**config.mk**
```make
export PLATFORM = sky130hd
export DESIGN_NAME = output_module
export DESIGN_NICKNAME = d
export VERILOG_FILES = /design/src/rtl/output_module_pkg.sv /design/src/rtl/output_module_seg_decoder.sv /design/src/rtl/output_module.sv
export SDC_FILE = /design/constraint.sdc
export NUM_CORES = 1
export LEC_CHECK = 0
export ABC_AREA = 1
export CORE_MARGIN = 4
export CORE_UTILIZATION = 51
export DETAILED_ROUTE_END_ITERATION = 7
export PLACE_DENSITY = 0.74
export SLEW_MARGIN = 20
export SYNTH_ARGS = -nofsm -noshare
export SYNTH_HDL_FRONTEND = slang
export SYNTH_SLANG_ARGS = --single-unit
```
**constraint.sdc**
```tcl
create_clock -name clk -period 3.2 [get_ports clk]
set_input_delay 0.32 -clock clk [delete_from_list [all_inputs] [get_ports clk]]
set_output_delay 0.32 -clock clk [all_outputs]
set_load 0.05 [all_outputs]
```
**src/rtl/output_module_pkg.sv**
```systemverilog
// Shared constants for the multiplexed 4-digit seven-segment scanner: glyph table,
// inactive drive levels, digit-index width and the display record layout.
package output_module_pkg;

  localparam int IDX_W = 2;
  localparam int NDIG  = 4;

  localparam logic [6:0] SEG_OFF = 7'h7F;
  localparam logic [3:0] AN_OFF  = 4'hF;

  // Active-low {g,f,e,d,c,b,a}; entry i sits at HEX_GLYPH[i]
  localparam logic [15:0][6:0] HEX_GLYPH = {
    7'h0E, 7'h06, 7'h21, 7'h46, 7'h03, 7'h08, 7'h10, 7'h00,
    7'h78, 7'h02, 7'h12, 7'h19, 7'h30, 7'h24, 7'h79, 7'h40
  };

  typedef struct packed {
    logic [15:0] value;
    logic [3:0]  dp;
    logic [3:0]  blank;
    logic [3:0]  blink;
  } disp_t;

  localparam disp_t DISP_RST = '{value: 16'h0, dp: 4'h0, blank: 4'hF, blink: 4'h0};

endpackage

```
**src/rtl/output_module_seg_decoder.sv**
```systemverilog
// Combinational hex nibble to active-low seven-segment glyph lookup.
module seg_decoder (
  input  logic [3:0] i_hex,
  output logic [6:0] o_seg
);
  import output_module_pkg::*;

  assign o_seg = HEX_GLYPH[i_hex];

endmodule

```
**src/rtl/output_module.sv**
```systemverilog
// Four-digit multiplexed seven-segment driver with a shadow/active load handshake
// that commits at frame boundaries. Optional per-digit blinking under `BLINK_EN.
module output_module #(
  parameter int SCAN_DIV     = 100000,
  parameter int BLINK_FRAMES = 64
) (
  input  logic        clk,
  input  logic        rst,
  input  logic        en,
  input  logic [15:0] value_in,
  input  logic [3:0]  dp_in,
  input  logic [3:0]  blank_in,
  input  logic [3:0]  blink_in,
  input  logic        load,
  output logic        ready,
  output logic [3:0]  an,
  output logic [6:0]  seg,
  output logic        dp_out,
  output logic        frame_tick
);
  import output_module_pkg::*;

  localparam int PRE_W = (SCAN_DIV > 1) ? $clog2(SCAN_DIV) : 1;

  logic [PRE_W-1:0] r_pre;
  logic [IDX_W-1:0] r_idx;
  disp_t            r_act;
  disp_t            r_shd;
  logic             r_ready;
  logic [3:0]       r_an;
  logic [6:0]       r_seg;
  logic             r_dp;
  logic             r_ft;

  logic             w_tick;
  logic             w_wrap;
  logic [3:0]       w_nib;
  logic [6:0]       w_glyph;
  logic             w_blank;

  assign w_tick = en && (r_pre == PRE_W'(SCAN_DIV - 1));
  assign w_wrap = w_tick && (&r_idx);
  assign w_nib  = r_act.value[{r_idx, 2'b00} +: 4];

  seg_decoder u_seg_decoder (
    .i_hex (w_nib),
    .o_seg (w_glyph)
  );

`ifdef BLINK_EN
  localparam int FC_W = (BLINK_FRAMES > 1) ? $clog2(BLINK_FRAMES) : 1;

  logic [FC_W-1:0] r_fcnt;
  logic            r_phase;

  always_ff @(posedge clk or posedge rst) begin
    if (rst) begin
      r_fcnt  <= '0;
      r_phase <= 1'b0;
    end else if (w_wrap) begin
      if (r_fcnt == FC_W'(BLINK_FRAMES - 1)) begin
        r_fcnt  <= '0;
        r_phase <= ~r_phase;
      end else begin
        r_fcnt  <= r_fcnt + FC_W'(1);
      end
    end
  end

  assign w_blank = r_act.blank[r_idx] | (r_act.blink[r_idx] & r_phase);
`else
  // Blink bits are still latched so the load path is identical in both builds
  logic w_unused_blink;
  assign w_unused_blink = (^r_act.blink) ^ (BLINK_FRAMES == 0);
  assign w_blank        = r_act.blank[r_idx];
`endif

  // Outputs register the slot being left at each tick; the wrap tick therefore
  // shows digit 3 from the old record while the shadow commits alongside it.
  always_ff @(posedge clk or posedge rst) begin
    if (rst) begin
      r_pre   <= '0;
      r_idx   <= '0;
      r_an    <= AN_OFF;
      r_seg   <= SEG_OFF;
      r_dp    <= 1'b1;
      r_ft    <= 1'b0;
      r_ready <= 1'b1;
      r_act   <= DISP_RST;
      r_shd   <= DISP_RST;
    end else begin
      r_ft <= w_wrap;
      if (en) begin
        r_pre <= w_tick ? '0 : r_pre + PRE_W'(1);
      end
      if (w_tick) begin
        r_idx <= r_idx + IDX_W'(1);
        r_an  <= ~(4'b0001 << r_idx);
        r_seg <= w_blank ? SEG_OFF : w_glyph;
        r_dp  <= w_blank | ~r_act.dp[r_idx];
      end
      if (load && r_ready) begin
        r_shd   <= '{value: value_in, dp: dp_in, blank: blank_in, blink: blink_in};
        r_ready <= 1'b0;
      end else if (w_wrap && !r_ready) begin
        r_act   <= r_shd;
        r_ready <= 1'b1;
      end
    end
  end

  assign ready      = r_ready;
  assign an         = r_an;
  assign seg        = r_seg;
  assign dp_out     = r_dp;
  assign frame_tick = r_ft;

endmodule
```
; Word level (Yosys, flattened, before mapping)
; Memory sizes are Yosys's and may differ from the RTL's.
; Cells that the tools add are included.
[word_totals]
reg_bits = 81
mem_bits_ro = 112
in_bits = 32
output_inout_bits = 14
memories = 1
[classes]
addsub = 2
magnitude_cmp = 2
n_eq_ne = 1
shifts = 2
n_mux = 9
n_bitwise = 4
reduce_logical = 8
[mem_list]
columns = memory, depth, word_bits, rd, rd_clocked_by_memory_dff, wr, line_no
row1 = (no name shown), 16, 7, 1, 0, 0, output_module_seg_decoder.sv:8  ; assign o_seg = HEX_GLYPH[i_hex];
[op_table]
columns = operator, n
row1 = $add 17x1->17 const B, 1
row2 = $eq 17x17->1 const B, 1
row3 = $mux 17, 1
row4 = $shiftx 16x5->4, 1
row5 = $mux 7, 2
row6 = $lt 4x5->1 const B, 1
row7 = $bmux 1 s2, 2
row8 = $logic_and 1x1->1, 4
row9 = $mux 1, 4
row10 = $not 4->4, 1
row11 = $reduce_and 2->1, 2
row12 = $shl 1x2->4 const A, 1
row13 = $lt 2x3->1 const B, 1
row14 = $add 2x1->2 const B, 1
row15 = $not 1->1, 2
row16 = $reduce_bool 2->1, 1
row17 = $logic_not 1->1, 1
row18 = $or 1x1->1, 1

; Longest topological paths before layout
[logic_depth]
ltp_word = 6
depth_mapped = 13
ltp_nobuf = 12

; Modules after synthesis
; Synthesis repeated with hierarchy kept, for this count alone.
[unflattened]
hier_cells = 450
area_unflattened_um2 = 4119.0
[by_module_without_submodules]
columns = module, instances, cells_each, area_each_um2, seq_area_each_um2
row1 = output_module, 1, 401, 3844.9, 2053.2
row2 = seg_decoder, 1, 49, 274.0, 0.0

; Worst setup path before layout
; No wires, ideal clock.
[synth_path]
path_type = register to register
from = register r_idx[0]
to = register r_seg[3], in the netlist seg[3]
setup_ns = 0.060
arrival_ns = 1.628
required_ns = 3.140
path_slack_ns = 1.511
path_stages_with_launch = 14
n_path_buf = 1
cell_sequence = dfrtp_1 inv_2 buf_2 nand2_1 nand3_1 nand2_1 ha_1 inv_1 nand3_1 nand2_1 nand2_1 nand3_1 nand2_1 nand2_1
[synth_via]
elab_chain_len = 4
word_cells_on_any_way = 6
[synth_rtl]
columns = element, line_no
row1 = from (decl), output_module.sv:26  ; logic [IDX_W-1:0] r_idx;
row2 = from (signal assigned), output_module.sv:97  ; r_idx <= r_idx + IDX_W'(1);
row3 = $shiftx 16x5->4, output_module.sv:43  ; assign w_nib = r_act.value[{r_idx, 2'b00} +: 4];
row4 = $mem_v2 16x7, --
row5 = $mux 7 (implied by the code), output_module_seg_decoder.sv:8
row6 = $mux 7 (*), output_module.sv:99  ; r_seg <= w_blank ? SEG_OFF : w_glyph;
row7 = to (signal assigned), output_module.sv:99
row8 = to (decl), output_module.sv:31  ; logic [6:0] r_seg;
; Mark *: on every way between the ends. The rest lies on a longest branch, timed or not. The select of a mux whose other input is x is not followed.
; A chain may end at the register's enable or synchronous reset.

; Final worst setup path
[layout_path]
from = register r_idx[0]
to = register r_seg[0], in the netlist seg[0]
; The elaborated chain is that of the path after synthesis.

==> results.sh <==
export IMPL_max_freq_mhz=461
export IMPL_cts_tree="built"
export IMPL_start_kind="register"
export IMPL_met1Wirelength_mm=3.63
export IMPL_finClkSkew_ps=6.49
export IMPL_clock_root_buffer="clkbuf_8"
export IMPL_required_ps=3480
export IMPL_min_period_over_period_pct=67.7
export IMPL_cts_hold_buf=0
export IMPL_synth_area_mm2=0.00395
export IMPL_path_max_fanout=16
export IMPL_timing_rr_start="r_idx[0]$_DFFE_PP0N_"
export IMPL_cts_setup_buffers=0
export IMPL_ys_warn_count=0
export IMPL_nNetsFinal=559
export IMPL_r2r_cells=12
export IMPL_drc=0
export IMPL_r2r_slack_ps=1030
export IMPL_grt_use_total_pct=18.6
export IMPL_slowest_stage="dfrtp_1"
export IMPL_ys_types=30
export IMPL_clock_latency_ps=350
export IMPL_pwr_share_comb_pct=12.0
export IMPL_synth_top_family_by_area="simple AND/OR/NAND/NOR gates"
export IMPL_synth_seq_cells=81
export IMPL_dr_pass1_iters=4
export IMPL_antenna_cells=0
export IMPL_avgViaCountPerCell=5.02
export IMPL_num_rows=31
export IMPL_seq_area_frac_synth_pct=52.0
export IMPL_synth_simple_gate_area_share_pct=23.9
export IMPL_setup_tns_final_ps=0
export IMPL_worst_pin_slew_ps=536
export IMPL_grt_start_max_net_pins=82
export IMPL_first_iter_violations=114
export IMPL_fp_coreArea_mm2=0.00737
export IMPL_synth_compound_area_share_pct=10.9
export IMPL_final_cell_count_no_fill=620
export IMPL_grt_pass1_wl_mm=13.4
export IMPL_status="finished, final reports clean"
export IMPL_overflow=0
export IMPL_p_int_mw=1.64
export IMPL_drive_gt1_share_pct=11.9
export IMPL_grt_pass1_vias=2929
export IMPL_synth_adder_area_share_pct=3.49
export IMPL_die_width_um=96.0
export IMPL_cts_sinks=81
export IMPL_p_per_area_mw_per_mm2=482
export IMPL_cp_buffers_inverters=3
export IMPL_boundaryPins=46
export IMPL_routedWlPerCell_um=12.5
export IMPL_setup_violations=0
export IMPL_die_h_um=96.0
export IMPL_path_class="reg2reg"
export IMPL_rsz0062_at_grt="no"
export IMPL_clockBufferDepth=2
export IMPL_place_detailed_hpwl_mm=5.33
export IMPL_cts_inserted_buffers=9
export IMPL_dp_cells=604
export IMPL_post_route_min_period_ps=2170
export IMPL_wirelength_mm=7.74
export IMPL_hold_viol_final=0
export IMPL_crit_chain="inv_2 -> nand2_1 -> nand3_1 -> nand2_1 -> inv_1 -> ha_1 -> inv_1 -> nand3_1 -> nand3_1 -> nand3_1 -> nand2_1 -> nand2_1"
export IMPL_critPathTopFamily="simple AND/OR/NAND/NOR gates"
export IMPL_cts_resized=0
export IMPL_power_leakage_nw=2.29
export IMPL_cp_end_kind="register"
export IMPL_cts_htree_levels=3
export IMPL_hp_class="in2async"
export IMPL_die_area_mm2=0.00921
export IMPL_synthCells=477
export IMPL_top_layer_used="met4"
export IMPL_dr_wl_met3_um=342
export IMPL_wl_met2_mm=3.62
export IMPL_cp_arrival_ps=2450
export IMPL_max_slew_margin_rel_pct=64.3
export IMPL_vias=3113
export IMPL_r2r_end="seg[0]$_DFFE_PP1N_"
export IMPL_drv_cap=0
export IMPL_slowest_delay_ps=690
export IMPL_avgSynthCellArea_um2=8.28
export IMPL_port_buffers=41
export IMPL_clkTransAtPathRegs_ps=80
export IMPL_swShare_pct=26.7
export IMPL_antenna_found_initial=0
export IMPL_final_antenna_net_count=0
export IMPL_pwr_share_seq_pct=51.8
export IMPL_synth_xor_area_share_pct=1.11
export IMPL_switchingPower_mw=0.599
export IMPL_place_gp_congestion=0.896
export IMPL_ir_worst_vdd_v=0.000279
export IMPL_syn_num_nets=520
export IMPL_slew_viol_final=0
export IMPL_initial_core_util_pct=53.6
export IMPL_final_util_pct=63.1
export IMPL_synth_area_mux_share_pct=0.253
export IMPL_area_growth_pct=17.8
export IMPL_clkPwrFrac_pct=36.3
-- cell families after synthesis --
logic type                 after synthesis
buffers and inverters                   82
DFF                                     81
muxes                                    1
AOI/OAI and AO/OA                       80
and+or+nand+nor                        217
adders and majority gates               11
xor gates and xnor gates                 5
-- per-layer routing --
layer / GRT usage [%] / vias to the layer above
li1: - / 1593
met1: 24.4 / 1441
met3: 2.97 / 11
met5: 0 / -
met4: 8.06 / 0
met2: 30.5 / 68
-- cell type report --
cell class	instances	area [um^2]
fillers	651	2720
flip-flops and latches	81	2050
multi-input cells	314	1570
repair buffers	44	445
inverters	66	248
clock buffers	9	124
well taps	99	124
clock inverters	7	92.6
-- registers in the layout, indices dropped and copies added, names as in the netlist --
name / flops
r_shd: 24
r_act: 24
frame_tick: 1
r_idx: 2
an: 4
r_pre: 17
dp_out: 1
seg: 7
ready: 1
-- metrics by stage --
stage	setup slack, ps	cell area [um^2]	power, mW	hold slack (ps)
finish	1030	4650	2.24	373
global route	729	4650	2.35	432
CTS	968	4650	2.26	385
detailed placement	980	4440	1.45	461
global placement	1010	4440	1.44	456
floorplan	835	3950	1.36	383
-- synthesized netlist by cell type --
cell type | n | share of area (%)
a21oi_1 | 33 | 4.2
a31oi_1 | 2 | 0.32
buf_1 | 1 | 0.095
buf_2 | 6 | 0.76
buf_6 | 2 | 0.57
clkbuf_1 | 7 | 0.67
dfrtp_1 | 60 | 38
dfstp_2 | 21 | 14
ha_1 | 11 | 3.5
inv_1 | 57 | 5.4
inv_2 | 9 | 0.86
mux2i_1 | 1 | 0.25
nand2_1 | 108 | 10
nand2_2 | 2 | 0.32
nand3_1 | 33 | 4.2
nand3_2 | 2 | 0.51
nand3_4 | 1 | 0.44
nand4_1 | 7 | 1.1
nor2_1 | 52 | 4.9
nor2_4 | 1 | 0.29
nor2_8 | 1 | 0.51
nor3_1 | 9 | 1.1
nor3b_1 | 1 | 0.19
o211ai_1 | 1 | 0.19
o21a_1 | 1 | 0.19
o21ai_0 | 18 | 2.3
o21ai_1 | 19 | 2.4
o21ai_2 | 5 | 1.1
o22a_1 | 1 | 0.22
xor2_1 | 5 | 1.1
-- power by group through the flow --
stage | Sequential (mW) | Combinational, mW | Clock (mW)
after floorplan | 1.16 | 0.191 | 0
after global placement | 1.18 | 0.262 | 0
after detailed placement | 1.18 | 0.270 | 0
after CTS | 1.16 | 0.271 | 0.829
after global routing | 1.17 | 0.311 | 0.869
final | 1.16 | 0.268 | 0.813
-- placed cells by master, fill, tap and decap left out, types with 3 or more instances in the layout --
cell type          n
a21oi_1           33
clkbuf_8           9
clkdlybuf4s50_1   41
clkinv_2           3
dfrtp_1           60
dfstp_2           21
ha_1              11
inv_1             56
inv_2             10
nand2_1          108
nand3_1           33
nand4_1            7
nor2_1            52
nor3_1             9
o21ai_0           18
o21ai_1           19
o21ai_2            5
xor2_1             5
-- how the worst max path moves through the flow --
stage	startpoint	slack (ps)	endpoint	cells after the start
after floorplan	rst	830	frame_tick$_DFF_PP0_	1
after global placement	en	1010	r_act[25]$_DFFE_PP0P_	6
after detailed placement	en	980	r_act[26]$_DFFE_PP0P_	6
after CTS	r_pre[0]$_DFFE_PP0P_	970	r_act[16]$_DFFE_PP0P_	8
after global routing	r_idx[0]$_DFFE_PP0N_	730	seg[0]$_DFFE_PP1N_	12
final	r_idx[0]$_DFFE_PP0N_	1030	seg[0]$_DFFE_PP1N_	12
-- worst min-delay path, stage by stage --
cell and delay (ps):
clkdlybuf4s50_1 410, inv_2 70, buf_12 340
Power figures use the tool's default switching activity.
==> patch (config.mk and constraints unchanged) <==
Add a define of `BLINK_EN`.
--- a/src/rtl/output_module.sv
+++ b/src/rtl/output_module.sv
@@ -1,5 +1,7 @@
 // Four-digit multiplexed seven-segment driver with a shadow/active load handshake
 // that commits at frame boundaries. Optional per-digit blinking under `BLINK_EN.
+`define BLINK_EN
+
 module output_module #(
   parameter int SCAN_DIV     = 100000,
   parameter int BLINK_FRAMES = 64
Behaviour: same outputs for any inputs over 10 cycles, from zero or initial values and one cycle with rst high; that may be too few to reach the edited logic, so the function may still have changed.
==> patch against the original RTL <==
- final area rose by 19%
- core utilization fell by 2.9 points
- critical endpoint unchanged
- setup slack got worse by 350 ps
- synthesized area rose by 22%
- via count rose by 18%
- sequential cell count rose by 15
- hold slack improved by 17 ps
- total power rose by 18%
- clock power fell by 3.7%
- routed wire length rose by 22%
- critical path type unchanged
- largest power group unchanged
==> patch: results (changes against the original RTL) <==
stage,metric,value,unit,change
final_layout,multi_input_area_share,37.68,%,+4.0 points
placement,place_area,5336,sq um,+20%
run_status,status,"complete, no violations",,
yosys,synth_nets,603,,+16%
grt,grtUsageTotal,18.20,%,-0.41 points
grt,grt_pass1_wl,16550,um,+24%
detailed_routing,dr.pass1.iters,4,,unchanged
placement,dp_hpwl,6983,um,+31%
timing,fin_worst_skew,16.09,ps,+9.593 ps
final_layout,seqCellArea,2429,sq um,+18%
detailed_routing,vias,3669,,+18%
placement,place.detailed.instances,705,,+17%
final_layout,num_antenna_cells,0,,unchanged
floorplan,core,9196,sq um,+25%
final_layout,buf_share,8.635,%,-0.94 points
final_layout,reg_top3,"r_act x28, r_shd x28, r_pre x17",,
detailed_routing,drt_iter0_markers,165,,+45%
final_layout,clock_cell_area_share,3.594,%,-1.1 points
grt,grt_pass1_vias,3634,,+24%
timing,fin_hold_ws,390.2,ps,+16.76 ps
yosys,synth_xor_area_share,1.093,%,-0.016 points
final_layout,num-nonclk-inverters,53,,-20%
yosys,synth_fa_ha_area_share,3.123,%,-0.36 points
pwr,power.switching,852.7,uW,+42%
timing,slew_headroom,48.76,%,-15 points
detailed_routing,dr.max_layer_used,met4,,
grt,met1_usage,24.09,%,-0.31 points
detailed_routing,wl_met2,4626,um,+28%
yosys,yosys-top-cells-area,"dfrtp_1, nand2_1, dfstp_2",,
yosys,ys_seq_area_share,50.51,%,-1.5 points
yosys,yosys_warnings,0,,unchanged
detailed_routing,wl_met3,343,um,+0.29%
yosys,syn_inst,559,,+17%
final_layout,flops_and_latches,96,,+19%
setup_path,cp_data_arrival_time,2830,ps,+380 ps
placement,gp_congestion,0.8992,,+0.32%
final_layout,n_fill_cell,809,,+24%
detailed_routing,routedWlPerCell,13.09,um,+4.8%
placement,port_buffers,45,,+9.8%
final_layout,signal_buffers,47,,+6.8%
placement,dp_slack,587.4,ps,-393.0 ps
setup_path,max_stage_delay,730,ps,+40 ps
setup_path,r2r_slack,680,ps,-350 ps
final_layout,nets,649,,+16%
final_layout,final_layout_size_suffix_gt1_share,14.92,%,+3.0 points
yosys,muxShareOfSynthArea,6.557,%,+6.3 points
detailed_routing,wirelength_met1,4386,um,+21%
pwr,ir_drop,225.4,uV,-19%
grt,met3_usage,2.779,%,-0.19 points
setup_path,r2r_start,r_idx[0],,
pwr,leakage,2.791,nW,+22%
final_layout,fin_cells,721,,+16%
yosys,synth_compound_area_share,3.747,%,-7.2 points
yosys,ys_top_cells_by_count,"nand2_1, dfrtp_1, nor2_1",,
clock_network,clkTransAtPathRegs,110,ps,+30 ps
clock_network,cts_root_buf,clkbuf_8,,
final_layout,syn_to_final_growth,15.12,%,
grt,grt_start_max_net_pins,54,,-34%
grt,met2_usage,30.75,%,+0.27 points
final_layout,comb.multi_input.count,398,,+27%
patch: changes by cell type after synthesis, moves of 5 or more:
cell      change
a21oi_1      -22
dfrtp_1      +15
nand3b_1      +5
o21ai_1      -18
inv_1        -11
nand2_2       +5
clkbuf_1      -6
mux2_2       +28
nand2_1      +74
nand3_1      +14
patch: worst max-delay path by stage:
| stage | from | endpoint | slack, ps |
|---|---|---|---|
| after floorplan | rst | frame_tick | 410 |
| after global placement | en | r_act[9] | 660 |
| after detailed placement | en | r_act[10] | 590 |
| after CTS | r_idx[0] | seg[0] | 700 |
| after global routing | r_idx[0] | seg[0] | 480 |
| final | r_idx[0] | seg[0] | 680 |
patch: power groups by stage:
stage	clock network (mW)	registers (mW)	logic [mW]
6_report	0.783	1.42	0.448
5_1_grt	0.858	1.44	0.510
4_1_cts	0.806	1.42	0.451
3_5_place_dp	0	1.45	0.448
3_3_place_gp	0	1.44	0.443
2_1_floorplan	0	1.42	0.326
